`src/rtl/apb_master_arbiter.sv`:
```
// Round-robin arbiter sharing one APB_master between NREQ command sources.
// One command is in flight at a time: IDLE picks a requester, ISSUE pulses
// m_valid for one cycle, WAIT holds until the master's completion strobe,
// and DONE returns the captured read data to the granted requester.
module apb_master_arbiter #(
  parameter  int NREQ = 4,
  parameter  int DW   = 32,
  parameter  int AW   = 32,
  localparam int CW   = 1 + DW + AW,
  localparam int GW   = $clog2(NREQ)
) (
  input  logic                pCLK,
  input  logic                pRESET,
  input  logic [NREQ-1:0]     req_valid,
  input  logic [NREQ*CW-1:0]  req_cmd,
  output logic [NREQ-1:0]     req_ack,
  output logic [NREQ-1:0]     rsp_valid,
  output logic [DW-1:0]       rsp_data,
  output logic                busy,
  output logic [GW-1:0]       grant_id,
  output logic [CW-1:0]       m_cmd,
  output logic                m_valid,
  input  logic [DW-1:0]       m_resp,
  input  logic                m_ready
);

  typedef enum logic [1:0] {
    IDLE  = 2'd0,
    ISSUE = 2'd1,
    WAIT  = 2'd2,
    DONE  = 2'd3
  } state_t;

  state_t          state;
  logic [GW-1:0]   last;      // most recently granted requester
  logic [GW-1:0]   pick;      // round-robin winner for this IDLE cycle
  logic [GW-1:0]   cand;      // candidate index while scanning
  logic            found;
  logic [CW-1:0]   pick_cmd;  // command of the winning requester

  // Round-robin search: start just above the last grant and wrap upward.
  always_comb begin
    // NOTE: every signal written here gets a default first so no path
    // leaves it unassigned, which would otherwise infer a latch.
    pick  = '0;
    cand  = '0;
    found = 1'b0;
    for (int i = 1; i <= NREQ; i++) begin
      cand = GW'((int'(last) + i) % NREQ);
      if (!found && req_valid[cand]) begin
        pick  = cand;
        found = 1'b1;
      end
    end
  end

  // Select the winner's command slice with constant offsets only.
  always_comb begin
    pick_cmd = '0;
    for (int k = 0; k < NREQ; k++) begin
      if (pick == GW'(k)) pick_cmd = req_cmd[k*CW +: CW];
    end
  end

  // Transaction sequencer with registered outputs.
  always_ff @(posedge pCLK) begin
    // NOTE: state and outputs use non-blocking assignments so every register
    // samples pre-edge values regardless of statement order.
    if (pRESET) begin
      state     <= IDLE;
      last      <= GW'(NREQ - 1);
      grant_id  <= '0;
      m_cmd     <= '0;
      m_valid   <= 1'b0;
      req_ack   <= '0;
      rsp_valid <= '0;
      rsp_data  <= '0;
    end else begin
      // Pulse outputs default low; states below raise them for one cycle.
      m_valid   <= 1'b0;
      req_ack   <= '0;
      rsp_valid <= '0;
      case (state)
        IDLE: begin
          if (found) begin
            m_cmd         <= pick_cmd;
            grant_id      <= pick;
            last          <= pick;
            m_valid       <= 1'b1;
            req_ack[pick] <= 1'b1;
            state         <= ISSUE;
          end
        end
        ISSUE: begin
          // m_ready is deliberately not looked at here.
          state <= WAIT;
        end
        WAIT: begin
          if (m_ready) begin
            rsp_data            <= m_resp;
            rsp_valid[grant_id] <= 1'b1;
            state               <= DONE;
          end
        end
        DONE: begin
          state <= IDLE;
        end
        default: begin
          state <= IDLE;
        end
      endcase
    end
  end

  assign busy = (state != IDLE);

endmodule
```
`config.mk`:
```
export PLATFORM = sky130hd
export DESIGN_NAME = apb_master_arbiter
export DESIGN_NICKNAME = d
export VERILOG_FILES = /design/src/rtl/apb_master_arbiter.sv
export SDC_FILE = /design/constraint.sdc
export NUM_CORES = 1
export LEC_CHECK = 0
export ABC_CLOCK_PERIOD_IN_PS = 2340
export CAP_MARGIN = 15
export CORE_AREA = 2 2 160 162
export DETAILED_ROUTE_END_ITERATION = 10
export DIE_AREA = 0 0 162 164
export GPL_ROUTABILITY_DRIVEN = 0
export GPL_TIMING_DRIVEN = 1
export PLACE_DENSITY = 0.54
export SETUP_SLACK_MARGIN = 0.5
export SYNTH_ARGS = -nofsm -noshare
export SYNTH_HDL_FRONTEND = slang
export SYNTH_SLANG_ARGS = --single-unit
```
`constraint.sdc`:
```
create_clock -name pCLK -period 2.34 [get_ports pCLK]
set_input_delay 0.702 -clock pCLK [delete_from_list [all_inputs] [get_ports pCLK]]
set_output_delay 0.702 -clock pCLK [all_outputs]
set_load 0.01 [all_outputs]
```
---- Word-level counts from Yosys, hierarchy flattened ----
Index checks and enable logic that the tools add are counted.
word-level totals
  bits in registers ....................... 112
  input port bits ......................... 299
cells by class
  add/sub/neg operators ................... 4
  magnitude comparators ................... 8
  equal/unequal tests ..................... 8
  multiplexer cells ....................... 28
  bitwise gates (word level) .............. 4
  reduce and logical (&&, ||, !) cells .... 17
operators by type and width
  cell                                                        count
  2-to-1 mux 65 bit                                           4
  less-than comparator 2 x 3 -> 1 bit, second input constant  6
  2-to-1 mux 2 bit                                            6
  2-to-1 mux 1 bit                                            11
  binary-select mux 1 bit (select 2 bit)                      4
  equality test 2 bit, second input constant                  4
  one-hot mux 2 bit (4 select lines)                          1
  AND reduction 2 bit                                         3
  OR reduction 3 bit                                          2
  logical AND 1 bit                                           5
  adder 2 x 1 -> 2 bit, second input constant                 2
  adder 2 bit, second input constant                          2
  demux 1 bit (select 2 bit)                                  2
  equality test 2 x 1 -> 1 bit, second input constant         2
  >= comparator 2 x 1 -> 1 bit, second input constant         2
  logical NOT 2 bit                                           2
  != test 2 bit, second input constant                        2
  inverter 1 bit                                              4
  logical NOT 1 bit                                           3
  nonzero test 2 bit                                          1
  OR reduction 2 bit                                          1

---- Longest topological paths before layout ----
  word-level depth ........................ 18
  gate-level depth with buffers ........... 9
  mapped depth without buffers ............ 7

---- Worst setup path before layout ----
No wires, ideal clock.
  path kind ............................... input to register
  start ................................... input port req_valid[2]
  end ..................................... register m_cmd[0]
  arrival time ............................ 1.835 ns
  slack ................................... 0.372 ns
  cell stages on the path ................. 8
  buffers on the path ..................... 3
  cell sequence ........................... nand2b_1 > a21o_1 > o311ai_1 > buf_4 > buf_8 > buf_12 > mux2i_1 > o221ai_1
between the ends
  word-level cells in the longest chain between the ends .. 17
  elaborated cells on any way between the ends .. 31
  those cells by class .................... eq/ne: 3; mux: 20; reduce/logical: 8
ends and longest elaborated chain
  item                                    RTL line  RTL
  start: declaration                      14        input logic [NREQ-1:0] req_valid,
  binary-select mux 1 bit (select 2 bit)  50        if (!found && req_valid[cand]) begin
  2-to-1 mux 1 bit (not written as such)  50
  2-to-1 mux 1 bit                        50
  logical NOT 1 bit                       50
  logical AND 1 bit                       50
  2-to-1 mux 1 bit                        50
  logical NOT 1 bit                       50
  logical AND 1 bit                       50
  2-to-1 mux 1 bit                        50
  logical NOT 1 bit                       50
  logical AND 1 bit                       50
  2-to-1 mux 2 bit                        50
  logical NOT 2 bit                       61        if (pick == GW'(k)) pick_cmd = req_cmd[k*CW +: CW];
  2-to-1 mux 65 bit (4 in a row)          61
  end signal: assignment                  86        m_cmd <= pick_cmd;
  end: declaration                        21        output logic [CW-1:0] m_cmd,
Parallel ways exist; a longest one is shown, timed or not. The select of a mux whose other input is x is not followed.
A chain may end at the register's enable or synchronous reset.

---- Worst setup path in the final report ----
  start ................................... register state[0]
  end ..................................... output port busy
between the ends
  word-level cells in the longest chain between the ends .. 1
ends and longest elaborated chain
  item                      RTL line  RTL
  start: declaration        34        state_t state;
  start signal: assignment  70        state <= IDLE;
  start signal: assignment  91        state <= ISSUE;
  start signal: assignment  96        state <= WAIT;
  nonzero test 2 bit        115       assign busy = (state != IDLE);
  end: declaration          19        output logic busy,
No other way between the ends.

==> results.cfg <==
[route]
routed_wl_um = 25300
num_vias = 5996
drtAntennaViolNets = 0
drc = 0
vias_per_cell = 4.48
dr.pass1.iters = 4
drt_iter0_drc = 210
wl_per_cell_um = 18.9

[pwr]
vdd_drop_max_mv = 0.344
power.switching_w = 0.00362
switching_share = 0.360
seq_power_share = 0.287
leakage_nw = 4.66
comb_power_share = 0.552
p_int_w = 0.00643
power.density_nw_per_um2 = 913
power_frac_clock = 0.161

[global_route]
overflow = 0
grt_pass1_wl_um = 36300
grt_usage = 0.179
antenna_found_initial = 1
first_global_vias = 6154
grt_max_degree = 39

[worst_hold_path]
hold_path_class = reg -> reg

[synthesis]
synth_area_leaders = dfxtp_1, mux2i_1, o221ai_1
ys_seq_elements = 112
synthMuxAreaShare = 0.240
synth_nets = 875
yosysSeqAreaShare = 0.414
synth_top_family_by_area = multiplexers
syn_inst = 573
synth_largest_area_cell = dfxtp_1
synth-simple-area-share = 0.125
syn_area_um2 = 5410
synth_compound_area_frac = 0.150
syn_area_per_cell_um2 = 9.44
synthAdderAreaFrac = 0.00694
synth.most_common_cell = nand2_1
ys.flop_type = dfxtp_1
synth_edf_count = 0
netlist_top_cells_count = nand2_1, mux2i_1, dfxtp_1, o221ai_1, a21oi_1
synth_warnings = 0
synth_xor_area_frac = 0
synth.distinct_cells = 33
synth_top_area_share = 0.414
async_flop_share = 0

[clock_tree]
cts_root_buf = clkbuf_16
numCtsBuffers = 9
clkTransAtPathRegs_ns = 0.08
clockBufferDepth = 2
clock_latency_ns = 0.36
cts_tree = done
clkSinkCount = 112
htree_levels = 3

[run]
maxCapViolCount = 0

[sta]
hold_viol_final = 0
fmax_ghz = 0.523
period_needed_ns = 1.91
finalSetupViolCount = 0
maxSlewHeadroom = 0.749
worst_clock_skew_ns = 0.0162
rsz0062_at_grt = yes
report.final.slew_viol_count = 0
tightestPinTransition_ns = 0.377
fin_ws_ns = 0.427
finalCritPeriodShare = 0.817
finalSetupTns_ns = 0
hold_slack_ns = 0.452

[floorplanning]
die-height_um = 164
dieArea_um2 = 26600
die_w_um = 162
rows = 58
core_area_um2 = 24800
pin_count = 408
start_util = 0.218

[final_layout]
fin_nets = 1305
final_cells = 1339
multiInputGateArea_um2 = 3120
area_growth_pct = 103
regArea_um2 = 2250
drive_above_1_share = 0.127
nFillCells = 2469

[place]
dpl.hpwl_um = 18500
placed_cells = 1298
port_buffers = 407
place_ws_ns = -0.375

[worst_setup_path]
crit_type = reg -> out
arrival_ns = 1.21
worstPathMaxFanout = 4
endpoint_kind = primary output
cp_data_required_time_ns = 1.64
crit_path_start_kind = flip-flop

[outcome]
status = complete, no violations
state kept, by name, summed over array words and instances (netlist names):
| name | flops |
|---|---|
| m_cmd | 65 |
| rsp_data | 32 |
| req_ack | 4 |
| rsp_valid | 4 |
| grant_id | 2 |
| last | 2 |
| state | 2 |
| m_valid | 1 |
metrics by stage:
stage	total power [W]	instance area [um2]	util
3_5_place_dp	0.00793	10100	0.406
2_1_floorplan	0.00531	5440	-
3_3_place_gp	0.00792	10100	0.406
4_1_cts	0.00973	10600	0.428
6_report	0.0100	11000	0.443
5_1_grt	0.0107	11000	0.443
cell type report:
cell class	count	share of cell area
diodes	1	0.000228
clock buffers	11	0.0230
clock inverters	5	0.00432
inverters	3	0.00102
multi-input cells	410	0.284
flip-flops and latches	112	0.204
well taps	330	0.0375
repair buffers	467	0.446
worst paths after layout:
path,start,slack [ns],cells after the start,endpoint
worst max-delay path,state[0]$_SDFFE_PP0P_,0.43,4,busy
worst min-delay path,rsp_data[31]$_SDFFE_PP0P_,0.45,2,rsp_data[31]$_SDFFE_PP0P_
worst max register to register,last[0]$_SDFFE_PP1N_,0.49,9,m_cmd[51]$_SDFFE_PP0N_
worst min register to register,rsp_data[31]$_SDFFE_PP0P_,0.45,2,rsp_data[31]$_SDFFE_PP0P_
routing by layer:
layer / vias up / track usage / routed length [um]
met5: - / 0 / 0
met2: 271 / 0.308 / 12200
met1: 2758 / 0.213 / 10300
met4: 0 / 0.0539 / 395
met3: 21 / 0.0601 / 2350
li1: 2946 / - / -
repair_timing:
action                                  CTS  global route
gates cloned                              7             4
hold buffers                              0             0
pin swaps                                10            14
endpoints found under the hold margin     0             0
setup buffers                            11             2
resized for setup                       167            53
endpoints found under the setup margin  181            62
cell families (layout without fill, tap and decap cells):
kind of cell	Yosys count	after routing
muxes	130	130
buffers and inverters	51	486
other	0	1
AOI/OAI and AO/OA	110	110
adders and majority gates	3	3
and+or+nand+nor	167	167
DFF	112	112
power groups by stage:
stage                     clock (W)  sequential (W)  combinational, W
after floorplan                   0         0.00319           0.00212
after global placement            0         0.00293           0.00499
after detailed placement          0         0.00294           0.00500
after CTS                   0.00168         0.00288           0.00517
after global routing        0.00174         0.00297           0.00595
final                       0.00162         0.00288           0.00554
layout by cell type, fill, tap and decap left out, types with 18 or more instances in the layout:
cell	netlist	routed
mux2i_1	130	106
nand2_1	135	134
a21oi_1	37	37
buf_4	6	18
clkdlybuf4s50_1	0	294
dlygate4sd2_1	0	108
dfxtp_1	112	109
buf_12	5	19
o221ai_1	65	57
worst max-delay path: stages, from the launching register on:
cell	delay [ns]
dfxtp_2	0.33
inv_1	0.13
ha_4	0.18
inv_1	0.07
buf_4	0.15
Note: power is estimated with default switching activity, not from simulation.
